<file path="src/rtl/rs_latch_driver_if.sv">
// rs_latch_driver_if: command/status handshake between controller and rs_latch_driver.
// Revision: 1.0
`default_nettype none

interface rs_latch_driver_if;
  logic cmd_set;
  logic cmd_reset;
  logic cmd_ready;
  logic done;
  logic err_conflict;
  logic err_timeout;
  logic err_clr;

  modport master (
    output cmd_set, cmd_reset, err_clr,
    input  cmd_ready, done, err_conflict, err_timeout
  );

  modport slave (
    input  cmd_set, cmd_reset, err_clr,
    output cmd_ready, done, err_conflict, err_timeout
  );
endinterface

`default_nettype wire

</file>
<file path="src/rtl/rs_latch_driver.sv">
// rs_latch_driver: turns set/reset commands into exclusive S/R pulses and confirms via Q/Q' feedback.
// Revision: 1.0
`default_nettype none

module rs_latch_driver #(
  parameter int PULSE_CYCLES   = 2,
  parameter int TIMEOUT_CYCLES = 8,
  parameter int CNT_W          = 4
) (
  input  logic               clk,
  input  logic               rst,
  rs_latch_driver_if.slave   cmd,
  output logic               s_out,
  output logic               r_out,
  input  logic               q_fb,
  input  logic               qn_fb
);

  localparam logic [CNT_W-1:0] PULSE_LAST   = CNT_W'(PULSE_CYCLES - 1);
  localparam logic [CNT_W-1:0] TIMEOUT_LAST = CNT_W'(TIMEOUT_CYCLES - 1);

  typedef enum logic [1:0] {
    IDLE    = 2'd0,
    DRIVE   = 2'd1,
    CONFIRM = 2'd2
  } state_t;

  state_t           state, state_next;
  logic [CNT_W-1:0] cnt, cnt_next;
  logic             target, target_next;
  logic             q_meta, qn_meta, qs, qns;
  logic             done_next, conflict_next, timeout_evt;
  logic             match_set, match_rst, match_tgt;

  // Feedback comes straight from the latch, so it is resynchronised before use.
  always_ff @(posedge clk or posedge rst) begin
    if (rst) begin
      q_meta  <= 1'b0;
      qn_meta <= 1'b0;
      qs      <= 1'b0;
      qns     <= 1'b0;
    end else begin
      q_meta  <= q_fb;
      qn_meta <= qn_fb;
      qs      <= q_meta;
      qns     <= qn_meta;
    end
  end

  assign match_set     = qs & ~qns;
  assign match_rst     = ~qs & qns;
  assign match_tgt     = target ? match_set : match_rst;
  assign cmd.cmd_ready = (state == IDLE);

  always_comb begin
    state_next    = state;
    cnt_next      = cnt;
    target_next   = target;
    done_next     = 1'b0;
    conflict_next = 1'b0;
    timeout_evt   = 1'b0;
    case (state)
      IDLE: begin
        if (cmd.cmd_set && cmd.cmd_reset) begin
          conflict_next = 1'b1;
        end else if (cmd.cmd_set) begin
          if (match_set) begin
            done_next = 1'b1;
          end else begin
            target_next = 1'b1;
            state_next  = DRIVE;
            cnt_next    = '0;
          end
        end else if (cmd.cmd_reset) begin
          if (match_rst) begin
            done_next = 1'b1;
          end else begin
            target_next = 1'b0;
            state_next  = DRIVE;
            cnt_next    = '0;
          end
        end
      end
      DRIVE: begin
        if (cnt == PULSE_LAST) begin
          state_next = CONFIRM;
          cnt_next   = '0;
        end else begin
          cnt_next = cnt + 1'b1;
        end
      end
      CONFIRM: begin
        // Match is tested first so it beats a coincident timeout.
        if (match_tgt) begin
          done_next  = 1'b1;
          state_next = IDLE;
          cnt_next   = '0;
        end else if (cnt == TIMEOUT_LAST) begin
          timeout_evt = 1'b1;
          state_next  = IDLE;
          cnt_next    = '0;
        end else begin
          cnt_next = cnt + 1'b1;
        end
      end
      default: begin
        state_next = IDLE;
        cnt_next   = '0;
      end
    endcase
  end

  always_ff @(posedge clk or posedge rst) begin
    if (rst) begin
      state            <= IDLE;
      cnt              <= '0;
      target           <= 1'b0;
      s_out            <= 1'b0;
      r_out            <= 1'b0;
      cmd.done         <= 1'b0;
      cmd.err_conflict <= 1'b0;
      cmd.err_timeout  <= 1'b0;
    end else begin
      state            <= state_next;
      cnt              <= cnt_next;
      target           <= target_next;
      // Drives derive from a single target bit, so S and R can never overlap.
      s_out            <= (state_next == DRIVE) &  target_next;
      r_out            <= (state_next == DRIVE) & ~target_next;
      cmd.done         <= done_next;
      cmd.err_conflict <= conflict_next;
      if (timeout_evt)
        cmd.err_timeout <= 1'b1;
      else if (cmd.err_clr)
        cmd.err_timeout <= 1'b0;
    end
  end

endmodule

`default_nettype wire

</file>
<file path="src/flat_wrapper.sv">
// flat-port wrapper written by rule: the top's interface ports become plain ports
module rs_latch_driver_flat 
#(
  parameter int PULSE_CYCLES   = 2,
  parameter int TIMEOUT_CYCLES = 8,
  parameter int CNT_W          = 4
)
  (clk, rst, s_out, r_out, q_fb, qn_fb, cmd_cmd_set, cmd_cmd_reset, cmd_err_clr, cmd_cmd_ready, cmd_done, cmd_err_conflict, cmd_err_timeout);
  rs_latch_driver_if cmd_i ();
  input  logic clk;
  input  logic rst;
  output logic s_out;
  output logic r_out;
  input  logic q_fb;
  input  logic qn_fb;
  input wire logic [$bits(cmd_i.cmd_set)-1:0] cmd_cmd_set;
  input wire logic [$bits(cmd_i.cmd_reset)-1:0] cmd_cmd_reset;
  input wire logic [$bits(cmd_i.err_clr)-1:0] cmd_err_clr;
  output wire logic [$bits(cmd_i.cmd_ready)-1:0] cmd_cmd_ready;
  output wire logic [$bits(cmd_i.done)-1:0] cmd_done;
  output wire logic [$bits(cmd_i.err_conflict)-1:0] cmd_err_conflict;
  output wire logic [$bits(cmd_i.err_timeout)-1:0] cmd_err_timeout;
  assign cmd_i.cmd_set = cmd_cmd_set;
  assign cmd_i.cmd_reset = cmd_cmd_reset;
  assign cmd_i.err_clr = cmd_err_clr;
  assign cmd_cmd_ready = cmd_i.cmd_ready;
  assign cmd_done = cmd_i.done;
  assign cmd_err_conflict = cmd_i.err_conflict;
  assign cmd_err_timeout = cmd_i.err_timeout;
  rs_latch_driver #(.PULSE_CYCLES(PULSE_CYCLES), .TIMEOUT_CYCLES(TIMEOUT_CYCLES), .CNT_W(CNT_W)) u_core (.clk(clk), .rst(rst), .cmd(cmd_i), .s_out(s_out), .r_out(r_out), .q_fb(q_fb), .qn_fb(qn_fb));
endmodule
</file>
<file path="config.mk">
export PLATFORM = sky130hd
export DESIGN_NAME = rs_latch_driver_flat
export DESIGN_NICKNAME = d
export VERILOG_FILES = /design/src/rtl/rs_latch_driver_if.sv /design/src/rtl/rs_latch_driver.sv /design/src/flat_wrapper.sv
export SDC_FILE = /design/constraint.sdc
export NUM_CORES = 1
export LEC_CHECK = 0
export CAP_MARGIN = 30
export CELL_PAD_IN_SITES_DETAIL_PLACEMENT = 2
export CELL_PAD_IN_SITES_GLOBAL_PLACEMENT = 2
export CORE_ASPECT_RATIO = 1.4
export CORE_MARGIN = 3
export CORE_UTILIZATION = 30
export DETAILED_ROUTE_END_ITERATION = 8
export PLACE_DENSITY_LB_ADDON = 0.1
export RECOVER_POWER = 100
export SLEW_MARGIN = 10
export SYNTH_ARGS = -nofsm -noshare
export SYNTH_HDL_FRONTEND = slang
export SYNTH_SLANG_ARGS = --single-unit
</file>
<file path="constraint.sdc">
create_clock -name clk -period 1.6 [get_ports clk]
set_input_delay 0.24 -clock clk [delete_from_list [all_inputs] [get_ports clk]]
set_output_delay 0.24 -clock clk [all_outputs]
set_load 0.005 [all_outputs]
</file>
==> results.txt <==
# nets final - 147
max incr delay on CP - 470 ps
vias in the first global route - 934
Tcrit/Tclk final - 108%
HP Class - reg -> reg
synth unique cells - 35
Total Wirelength - 3350 um
GR Util met1 - 17.0%
worst-margin pin slew - 936 ps
fillers - 295
Cell Pwr Density - 1420 nW/um2
R2R Path Start - u_core.state[1]$_DFF_PP0_
Setup violations, final - 5
GR Layer Usage met3 - 2.74%
Post-synth EDFFs - 0
gr busiest metal - met2
Post-Synthesis Cells - 89
CP Class - reg -> reg
GR Util met2 - 30.2%
DRC viols - 0
CTS tree - built
Routed Antenna Nets - 0
largest cells by area after synthesis - dfrtp_1 (44%), ha_1 (8.3%), inv_1 (4.1%)
worst setup margin - -123 ps
number of H-tree levels - 1
Synth top area share - 44.3%
Max Cap Viol - 0
detailed-router iteration count before antenna repair - 3
die height - 71.0 um
Top FF cell, synth - dfrtp_1
Rows - 22
deepest clock path buffer count - 2
CP endpoint kind - flip-flop
Die X - 52.4 um
Fmax - 580 MHz
Worst EP arrival - 1930 ps
mean routed wirelength per cell - 19.8 um
Slowest cell on crit path - dfrtp_1
multi-input logic area - 572 um2
CP Max Fanout - 9
Yosys warning count - 0
global-route wire length before repair - 4390 um
Post-DP Area - 1230 um2
Syn Std Cell Area - 905 um2
design area - 1430 um2
CTS root buffer - clkbuf_4
max-slew violations - 0
register area - 403 um2
#FFs+latches synth - 16
gpl congestion - 0.725
Net Count, Synth - 102
sequential area share after synthesis - 44.3%
largest area contributor in the netlist - dfrtp_1
unrepaired setup endpoints after global routing - true
via/cell ratio - 5.19
crit path launch - u_core.state[1]$_DFF_PP0_
Relative slew margins - 37.6%
CP Capture Point - u_core.r_out$_DFF_PP0_
post-layout util - 52.0%
hold buffer count at CTS - 0
Critical Path RT - 1800 ps
status - finished, violations left
number of CTS-inserted buffers - 3
# diodes - 0
die area - 3720 um2
reg2reg setup slack - -120 ps
area growth from synthesis to layout - 58.1%
asr flop ratio synth - 100%
global route total overflow - 0
CP startpoint kind - flip-flop
Vias - 877
crit-path cells - inv_2 > ha_4 > buf_6 > nand3_1 > a21oi_2 > nor3_1 > buf_4 > nor4_2
clk_lat worst skew - 290 ps
drt initial violations - 9
FF-to-FF End - u_core.r_out$_DFF_PP0_
Syn Area/Cell - 10.2 um2
post-route minimum period - 1720 ps
# clock sinks - 16
share of layout cells above drive strength 1 - 45.1%
failing checks - setup timing
PortBufs - 12
Initial Util - 32.9%
r2r worst-path depth - 8
largest net degree at the start of global routing - 17
Core Area - 2750 um2
Final HPWL DP - 1960 um
Clock transition at path regs - 90 ps
Design Power - 0.00204 W
I/O Pins - 13
Pleak - 0.638 nW
Total GRT Usage - 16.1%
Hold Slack - 357 ps
Peak VDD IR - 0.000716 V
most frequent cells in the layout - buf_4 (27), dfrtp_1 (14), clkdlybuf4s50_1 (8)
final setup skew - 2.02 ps
commonest non-fill, non-tap cell in the layout - buf_4
antenna violations before repair - 0
final hold viol count - 0
flip-flops by register name, indices dropped and copies added (netlist names):
register / count
u_core.qn_meta: 1
u_core.r_out: 1
u_core.target: 1
u_core.cnt: 4
u_core.cmd.done: 1
u_core.state: 2
u_core.qs: 1
u_core.q_meta: 1
u_core.s_out: 1
u_core.cmd.err_conflict: 1
u_core.cmd.err_timeout: 1
u_core.qns: 1
power breakdown:
part           total [W]  switching [W]  internal [W]
Clock           0.000273       0.000134      0.000139
Sequential      0.000548      0.0000697      0.000478
Combinational    0.00121       0.000596      0.000619
what timing repair did:
action | in CTS | in global routing
setup buffers | 2 | 7
endpoints found under the setup margin | 8 | 8
resized for setup | 14 | 17
pin swaps | 6 | 10
through the flow:
step	worst slack (ps)	setup TNS, ps	instances
2_1_floorplan	-11.8	-21.7	89
4_1_cts	-97.0	-476	162
3_5_place_dp	-343	-1540	156
5_1_grt	-202	-1010	169
3_3_place_gp	-274	-1260	156
6_report	-123	-301	169
per-layer routing:
layer | part of all wire [%] | up-vias | wire length, um
li1 | - | 406 | -
met1 | 39 | 449 | 1310
met2 | 56 | 13 | 1870
met3 | 1.7 | 9 | 58
met4 | 3.6 | 0 | 121
met5 | 0 | - | 0
cell usage after synthesis, types with 2 or more instances:
master,count
a21oi_1,3
and3b_1,2
dfrtp_1,16
ha_1,6
inv_1,10
nand2_1,6
nand2b_1,3
nand3_1,2
nor2_1,6
nor2b_1,2
nor3_1,3
nor4_2,2
o21ai_0,4
o22ai_1,2
or2b_1,2
layout make-up:
cell class,instances,area share [%]
Timing Repair Buffer,41,23.5
Clock buffer,4,2.54
Sequential cell,16,28.2
Inverter,10,2.62
Multi-Input combinational cell,62,40.0
Tap cell,36,3.15
worst max-delay path, delay by kind of cell, from the launching register on:
family | cells | cell delay (ps)
AND/OR/NAND/NOR | 3 | 470
flip-flops | 1 | 470
buffers and inverters | 3 | 410
AO/OA/AOI/OAI | 1 | 150
adder cells (fa/ha/maj) | 1 | 130
logic make-up after synthesis:
| logic type | after synthesis | share of synthesized area, % |
|---|---|---|
| flip-flops | 16 | 44.3 |
| AO/OA/AOI/OAI | 19 | 16.7 |
| AND/OR/NAND/NOR | 37 | 26.1 |
| buffers and inverters | 11 | 4.56 |
| adder cells (fa/ha/maj) | 6 | 8.30 |
worst min path at each step:
stage	from	endpoint	slack (ps)	depth (start not counted)
final	u_core.qn_meta$_DFF_PP0_	u_core.qns$_DFF_PP0_	360	0
after global routing	u_core.qn_meta$_DFF_PP0_	u_core.qns$_DFF_PP0_	370	0
after CTS	rst	u_core.r_out$_DFF_PP0_	300	3
after detailed placement	u_core.qn_meta$_DFF_PP0_	u_core.qns$_DFF_PP0_	340	0
after global placement	u_core.q_meta$_DFF_PP0_	u_core.qs$_DFF_PP0_	330	0
after floorplan	rst	u_core.cmd.done$_DFF_PP0_	150	1
Power figures use the tool's default switching activity.
